<file path="config.mk">
export PLATFORM = sky130hd
export DESIGN_NAME = pcie_cfg_req_ctrl
export DESIGN_NICKNAME = d
export VERILOG_FILES = /design/src/rtl/pcie_cfg_req_ctrl.sv
export SDC_FILE = /design/constraint.sdc
export NUM_CORES = 1
export LEC_CHECK = 0
export BUFFER_PORTS_ARGS = -buffer_cell sky130_fd_sc_hd__clkbuf_2
export CORE_AREA = 2 2 131 133
export CTS_CLUSTER_SIZE = 14
export DETAILED_ROUTE_END_ITERATION = 8
export DIE_AREA = 0 0 133 135
export GPL_TIMING_DRIVEN = 0
export PLACE_DENSITY = 0.75
export SLEW_MARGIN = 10
export SYNTH_ARGS = -nofsm -noshare
export SYNTH_HDL_FRONTEND = slang
export SYNTH_SLANG_ARGS = --single-unit
</file>
<file path="constraint.sdc">
create_clock -name user_clk -period 1.95 [get_ports user_clk]
set_input_delay 0 -clock user_clk [delete_from_list [all_inputs] [get_ports user_clk]]
set_output_delay 0 -clock user_clk [all_outputs]
set_load 0.05 [all_outputs]
</file>
<file path="src/rtl/pcie_cfg_req_ctrl.sv">
// Root-port config request engine: one CfgRd/CfgWr at a time as a Type0/Type1 TLP on the RQ stream.
// Define PCIE_CFG_CRS_RETRY_EN to re-issue on CRS completions; otherwise CRS is reported at once.
module pcie_cfg_req_ctrl #(
  parameter logic [15:0] REQUESTER_ID        = 16'h10EE,
  parameter int          C_DATA_WIDTH        = 128,
  parameter int          KEEP_WIDTH          = C_DATA_WIDTH / 32,
  parameter int          AXI4_RQ_TUSER_WIDTH = 60,
  parameter int          CPL_TIMEOUT         = 50000,
  parameter int          MAX_RETRY           = 8,
  parameter int          RETRY_DELAY         = 1024
) (
  input  logic                           user_clk,
  input  logic                           reset_n,
  input  logic                           cmd_valid,
  output logic                           cmd_ready,
  input  logic                           cmd_write,
  input  logic                           cmd_type1,
  input  logic [15:0]                    cmd_bdf,
  input  logic [9:0]                     cmd_reg,
  input  logic [3:0]                     cmd_be,
  input  logic [31:0]                    cmd_wdata,
  output logic [C_DATA_WIDTH-1:0]        s_axis_rq_tdata,
  output logic [KEEP_WIDTH-1:0]          s_axis_rq_tkeep,
  output logic                           s_axis_rq_tlast,
  output logic                           s_axis_rq_tvalid,
  input  logic                           s_axis_rq_tready,
  output logic [AXI4_RQ_TUSER_WIDTH-1:0] s_axis_rq_tuser,
  output logic                           config_mode,
  input  logic                           cpl_sc,
  input  logic                           cpl_ur,
  input  logic                           cpl_crs,
  input  logic                           cpl_ca,
  input  logic                           cpl_mismatch,
  input  logic [31:0]                    cpl_data,
  output logic                           rsp_valid,
  output logic [2:0]                     rsp_status,
  output logic [31:0]                    rsp_data,
  output logic                           busy
);

  // state      | meaning
  // IDLE       | ready for a command
  // SEND_HDR   | header beat on RQ, held until tready
  // SEND_DATA  | CfgWr payload beat
  // WAIT_CPL   | waiting for decoder status, timeout running
  // RETRY_WAIT | back-off after CRS before re-issue
  // RESP       | one-cycle response pulse
  typedef enum logic [2:0] {
    IDLE,
    SEND_HDR,
    SEND_DATA,
    WAIT_CPL,
`ifdef PCIE_CFG_CRS_RETRY_EN
    RETRY_WAIT,
`endif
    RESP
  } state_t;

  localparam int TW = $clog2(CPL_TIMEOUT + 1);

  state_t            state, state_nxt;
  logic              write_q, type1_q;
  logic [15:0]       bdf_q;
  logic [9:0]        reg_q;
  logic [3:0]        be_q;
  logic [31:0]       wdata_q;
  logic [7:0]        tag;
  logic [TW-1:0]     timer;
  logic [2:0]        status_q, status_nxt;
  logic [31:0]       data_q, data_nxt;
  logic              rsp_load;
  logic [127:0]      beat;
  logic              unused_sig;

`ifdef PCIE_CFG_CRS_RETRY_EN
  localparam int RW = $clog2(MAX_RETRY + 1);
  localparam int DW = $clog2(RETRY_DELAY + 1);
  logic [RW-1:0] retry_cnt;
  logic [DW-1:0] delay;
`endif

  always_ff @(posedge user_clk or negedge reset_n) begin
    if (!reset_n) state <= IDLE;
    else          state <= state_nxt;
  end

  always_comb begin
    state_nxt        = state;
    rsp_load         = 1'b0;
    status_nxt       = 3'd0;
    data_nxt         = 32'd0;
    beat             = 128'd0;
    s_axis_rq_tkeep  = '0;
    s_axis_rq_tlast  = 1'b0;
    s_axis_rq_tvalid = 1'b0;
    s_axis_rq_tuser  = '0;
    case (state)
      IDLE: if (cmd_valid) state_nxt = SEND_HDR;
      SEND_HDR: begin
        s_axis_rq_tvalid = 1'b1;
        s_axis_rq_tkeep  = KEEP_WIDTH'(4'hF);
        s_axis_rq_tlast  = !write_q;
        s_axis_rq_tuser  = AXI4_RQ_TUSER_WIDTH'(be_q);
        beat = {1'b0, 3'b000, 3'b000, 1'b1, bdf_q, tag,
                REQUESTER_ID, 1'b0, 2'b10, type1_q, write_q, 11'd1,
                32'd0,
                20'd0, reg_q, 2'b00};
        if (s_axis_rq_tready) state_nxt = write_q ? SEND_DATA : WAIT_CPL;
      end
      SEND_DATA: begin
        s_axis_rq_tvalid = 1'b1;
        s_axis_rq_tkeep  = KEEP_WIDTH'(4'h1);
        s_axis_rq_tlast  = 1'b1;
        s_axis_rq_tuser  = AXI4_RQ_TUSER_WIDTH'(be_q);
        beat             = {96'd0, wdata_q};
        if (s_axis_rq_tready) state_nxt = WAIT_CPL;
      end
      WAIT_CPL: begin
        // Completion beats mismatch beats timeout; mismatch never ends the wait.
        if (cpl_sc) begin
          rsp_load = 1'b1;
          data_nxt = write_q ? 32'd0 : cpl_data;
        end else if (cpl_ur) begin
          rsp_load   = 1'b1;
          status_nxt = 3'd1;
        end else if (cpl_ca) begin
          rsp_load   = 1'b1;
          status_nxt = 3'd4;
        end else if (cpl_crs) begin
`ifdef PCIE_CFG_CRS_RETRY_EN
          if (retry_cnt < RW'(MAX_RETRY)) begin
            state_nxt = RETRY_WAIT;
          end else begin
            rsp_load   = 1'b1;
            status_nxt = 3'd2;
          end
`else
          rsp_load   = 1'b1;
          status_nxt = 3'd2;
`endif
        end else if (timer == '0) begin
          rsp_load   = 1'b1;
          status_nxt = 3'd7;
        end
        if (rsp_load) state_nxt = RESP;
      end
`ifdef PCIE_CFG_CRS_RETRY_EN
      RETRY_WAIT: if (delay == '0) state_nxt = SEND_HDR;
`endif
      RESP:    state_nxt = IDLE;
      default: state_nxt = IDLE;
    endcase
  end

  always_ff @(posedge user_clk or negedge reset_n) begin
    if (!reset_n) begin
      write_q  <= 1'b0;
      type1_q  <= 1'b0;
      bdf_q    <= 16'd0;
      reg_q    <= 10'd0;
      be_q     <= 4'd0;
      wdata_q  <= 32'd0;
      tag      <= 8'd0;
      timer    <= '0;
      status_q <= 3'd0;
      data_q   <= 32'd0;
    end else begin
      if (state == IDLE && cmd_valid) begin
        write_q <= cmd_write;
        type1_q <= cmd_type1;
        bdf_q   <= cmd_bdf;
        reg_q   <= cmd_reg;
        be_q    <= cmd_be;
        wdata_q <= cmd_wdata;
      end
      if (state == RESP) tag <= tag + 8'd1;
`ifdef PCIE_CFG_CRS_RETRY_EN
      if (state == RETRY_WAIT && delay == '0) tag <= tag + 8'd1;
`endif
      // Down-counter reloads outside WAIT_CPL so every entry starts fresh.
      timer <= (state == WAIT_CPL) ? timer - TW'(1) : TW'(CPL_TIMEOUT - 1);
      if (rsp_load) begin
        status_q <= status_nxt;
        data_q   <= data_nxt;
      end
    end
  end

`ifdef PCIE_CFG_CRS_RETRY_EN
  always_ff @(posedge user_clk or negedge reset_n) begin
    if (!reset_n) begin
      retry_cnt <= '0;
      delay     <= '0;
    end else begin
      if (state == IDLE && cmd_valid) retry_cnt <= '0;
      if (state == RETRY_WAIT && delay == '0) retry_cnt <= retry_cnt + RW'(1);
      delay <= (state == RETRY_WAIT) ? delay - DW'(1) : DW'(RETRY_DELAY - 1);
    end
  end
  assign unused_sig = cpl_mismatch;
`else
  assign unused_sig = cpl_mismatch ^ MAX_RETRY[0] ^ RETRY_DELAY[0];
`endif

  assign s_axis_rq_tdata = beat[C_DATA_WIDTH-1:0];
  assign cmd_ready       = reset_n && (state == IDLE);
  assign busy            = (state != IDLE);
  assign config_mode     = (state != IDLE) && (state != RESP);
  assign rsp_valid       = (state == RESP);
  assign rsp_status      = rsp_valid ? status_q : 3'd0;
  assign rsp_data        = rsp_valid ? data_q : 32'd0;

endmodule

</file>
==> flow_summary.yaml <==
routing:
  drtIter0Drc: 224
  wl_per_cell_um: 15.2
  drtAntennaViolNets: 0
  routed_wl_um: 20700
  vias: 6120
  drc: 0
  first_pass_iters: 4
  via_per_inst: 4.47
finish:
  diodes: 0
  syn_to_final_growth_pct: 55.6
  drive_above_1_share_pct: 44.5
  final_cell_mix: "161 x buf_4, 141 x clkbuf_2, 126 x dfrtp_1"
  final_common_cell: "buf_4"
  layout.cells.non_filler: 1368
  finalNetCount: 1242
  fill_cells: 1164
sta:
  min_period_ns: 1.90
  min_period_over_period_pct: 97.4
  setup_slack_ns: 0.0501
  finalSetupViolCount: 0
  timing.fmax_mhz: 526
  fin_tns_setup_ns: 0
  hold_violations: 0
  tightest_slew_ns: 0.678
  slew_headroom_pct: 54.8
  skew_ns: 0.00789
  rsz0062_at_grt: "yes"
  slew_violations: 0
clock_tree:
  cts_sinks: 126
  clkTransAtPathRegs_ns: 0.06
  clock_path_buffers: 2
  clk_latency_ns: 0.41
  cts_buffers: 17
  htreeDepth: 4
  cts_tree: "yes"
  cts_root_buf: "clkbuf_16"
setup_path:
  slowest_stage: "dfrtp_1"
  crit_arrival_ns: 1.90
  r2r_cells: 6
  worst_setup_path_start_kind: "flop"
  cp-endpoint: "s_axis_rq_tdata[8]"
  worstSetupEndpointType: "output port"
  crit_start: "state[1]"
  cpMostUsedCell: "buf_6"
  cp_slowest_stage_delay_ns: 0.36
  worstPathRequired_ns: 1.95
  path_class: "flop to output port"
  worstPathCellList: "buf_6 -> nor2b_4 -> and2_4 -> buf_6 -> a22o_1 -> buf_6"
  r2r-end: "reg_q[9]"
  path_max_fanout: 10
  rrSetupSlack_ns: 0.12
  rr_startpoint: "state[1]"
synthesis:
  synth_area_leader_cell: "dfrtp_1"
  synthArstFlopShare_pct: 100
  syn_inst: 670
  synth_edf_count: 0
  synth_area_leaders: "dfrtp_1 44%, buf_4 14%, mux2_2 6.4%, and2_1 5.6%, a22oi_2 5.2%"
  syn_area_mm2: 0.00716
  synth_top_area_share_pct: 44.0
  synth_ff_type: "dfrtp_1"
  avgSynthCellArea_um2: 10.7
  ys_warn_count: 0
  ys_types: 51
  ys_ff_latch: 126
  ys_seq_area_share_pct: 44.0
global_route:
  grt_pass1_wl_um: 32100
  antenna_found_initial: 0
  grt_pass1_vias: 6222
  overflow: 0
  grt_use_total_pct: 22.6
  grt_max_degree: 77
floorplan:
  io_pins: 338
  die_area_mm2: 0.0180
  die_y_um: 135
  die_x_um: 133
  design.core.area_mm2: 0.0164
  rows: 47
  initial_core_util_pct: 43.6
run:
  drv_cap: 0
place:
  gp_congestion: 0.764
  pre_cts_ws_ns: -0.129
  dp.cells: 1226
  dp_hpwl_um: 13400
  port_buffers: 220
min_path:
  hold_path.class: "input pin to async pin"
power_and_ir_drop:
  power.total_mw: 16.2
  powerDensity_mw_per_mm2: 1460
  peakVddDrop_uv: 1400
  p_leak_nw: 5.67
outcome:
  status: "finished clean"
worst max-delay path, delay by kind of cell, from the launching register on:
family / cells / cell delay, ns
flops: 1 / 0.36
buf+inv: 3 / 0.49
compound gates: 1 / 0.19
simple gates: 2 / 0.44
worst min path at each step:
stage,cells after the start,endpoint
after floorplan,0,bdf_q[0]
after global placement,3,write_q
after detailed placement,1,data_q[28]
after CTS,2,data_q[29]
after global routing,2,data_q[29]
final,2,data_q[29]
final cells by class:
type	instances	area, µm²	share of cell area (%)
clock inverter	11	116	1.04
multi-input combinational	455	3150	28.2
timing repair buffer	331	2560	23.0
inverter	38	143	1.28
buffer	166	1290	11.6
tap	220	275	2.47
clock buffer	21	460	4.13
sequential	126	3150	28.3
sequential cells by signal, indices dropped and copies added (netlist names):
register / flops
write_q: 1
wdata_q: 32
timer: 16
tag: 8
data_q: 32
type1_q: 1
bdf_q: 16
reg_q: 10
state: 3
be_q: 4
status_q: 3
synth_stat cells, types with 8 or more instances:
master / number
and2_1: 64
a22oi_2: 30
and3_1: 24
mux2_2: 41
dfrtp_1: 126
a22o_1: 10
nor2_1: 17
buf_4: 132
inv_1: 37
o21ai_1: 30
buf_2: 9
clkbuf_1: 12
nand2_1: 11
o21ai_0: 8
mux2_1: 23
xor2_1: 10
buf_6: 11
metrics by stage:
step	hold WS (ns)	instance area, µm²	util, %
global placement	0.210	8970	54.7
detailed placement	-0.00526	9010	54.9
finish	0.0773	11100	67.9
CTS	0.116	11000	67.2
global route	0.0888	11100	67.9
floorplan	-0.296	7600	-
per-layer routing:
metal | GRT usage, % | up-vias | share of wire (%)
met5 | 0 | - | 0
met4 | 7.71 | 0 | 2.2
li1 | - | 2939 | -
met3 | 5.56 | 35 | 5.7
met1 | 26.3 | 2939 | 40
met2 | 40.7 | 207 | 52
cell families after synthesis:
kind of cell	count (synthesis)	share of synthesized area, %
AO/OA/AOI/OAI	96	10.9
XOR/XNOR	17	2.08
adder cells (fa/ha/maj)	2	0.349
buffers and inverters	204	18.9
flip-flops	126	44.0
multiplexers	64	10.1
other	1	0.0524
AND/OR/NAND/NOR	160	13.6
what timing repair did:
item / CTS / global route
gates resized for setup: 113 / 92
pin swaps: 2 / 4
setup buffers: 6 / 1
hold buffers: 103 / 0
endpoints found under the hold margin: 152 / 0
endpoints found under the setup margin: 143 / 187
report_power, final:
part	internal, mW	switching (mW)	leakage (nW)
sequential	3.63	0.638	1.54
clock	1.94	1.16	0.279
combinational	3.28	5.59	3.86
total	8.85	7.39	5.67
No activity file was read; power rests on OpenSTA's default activity.
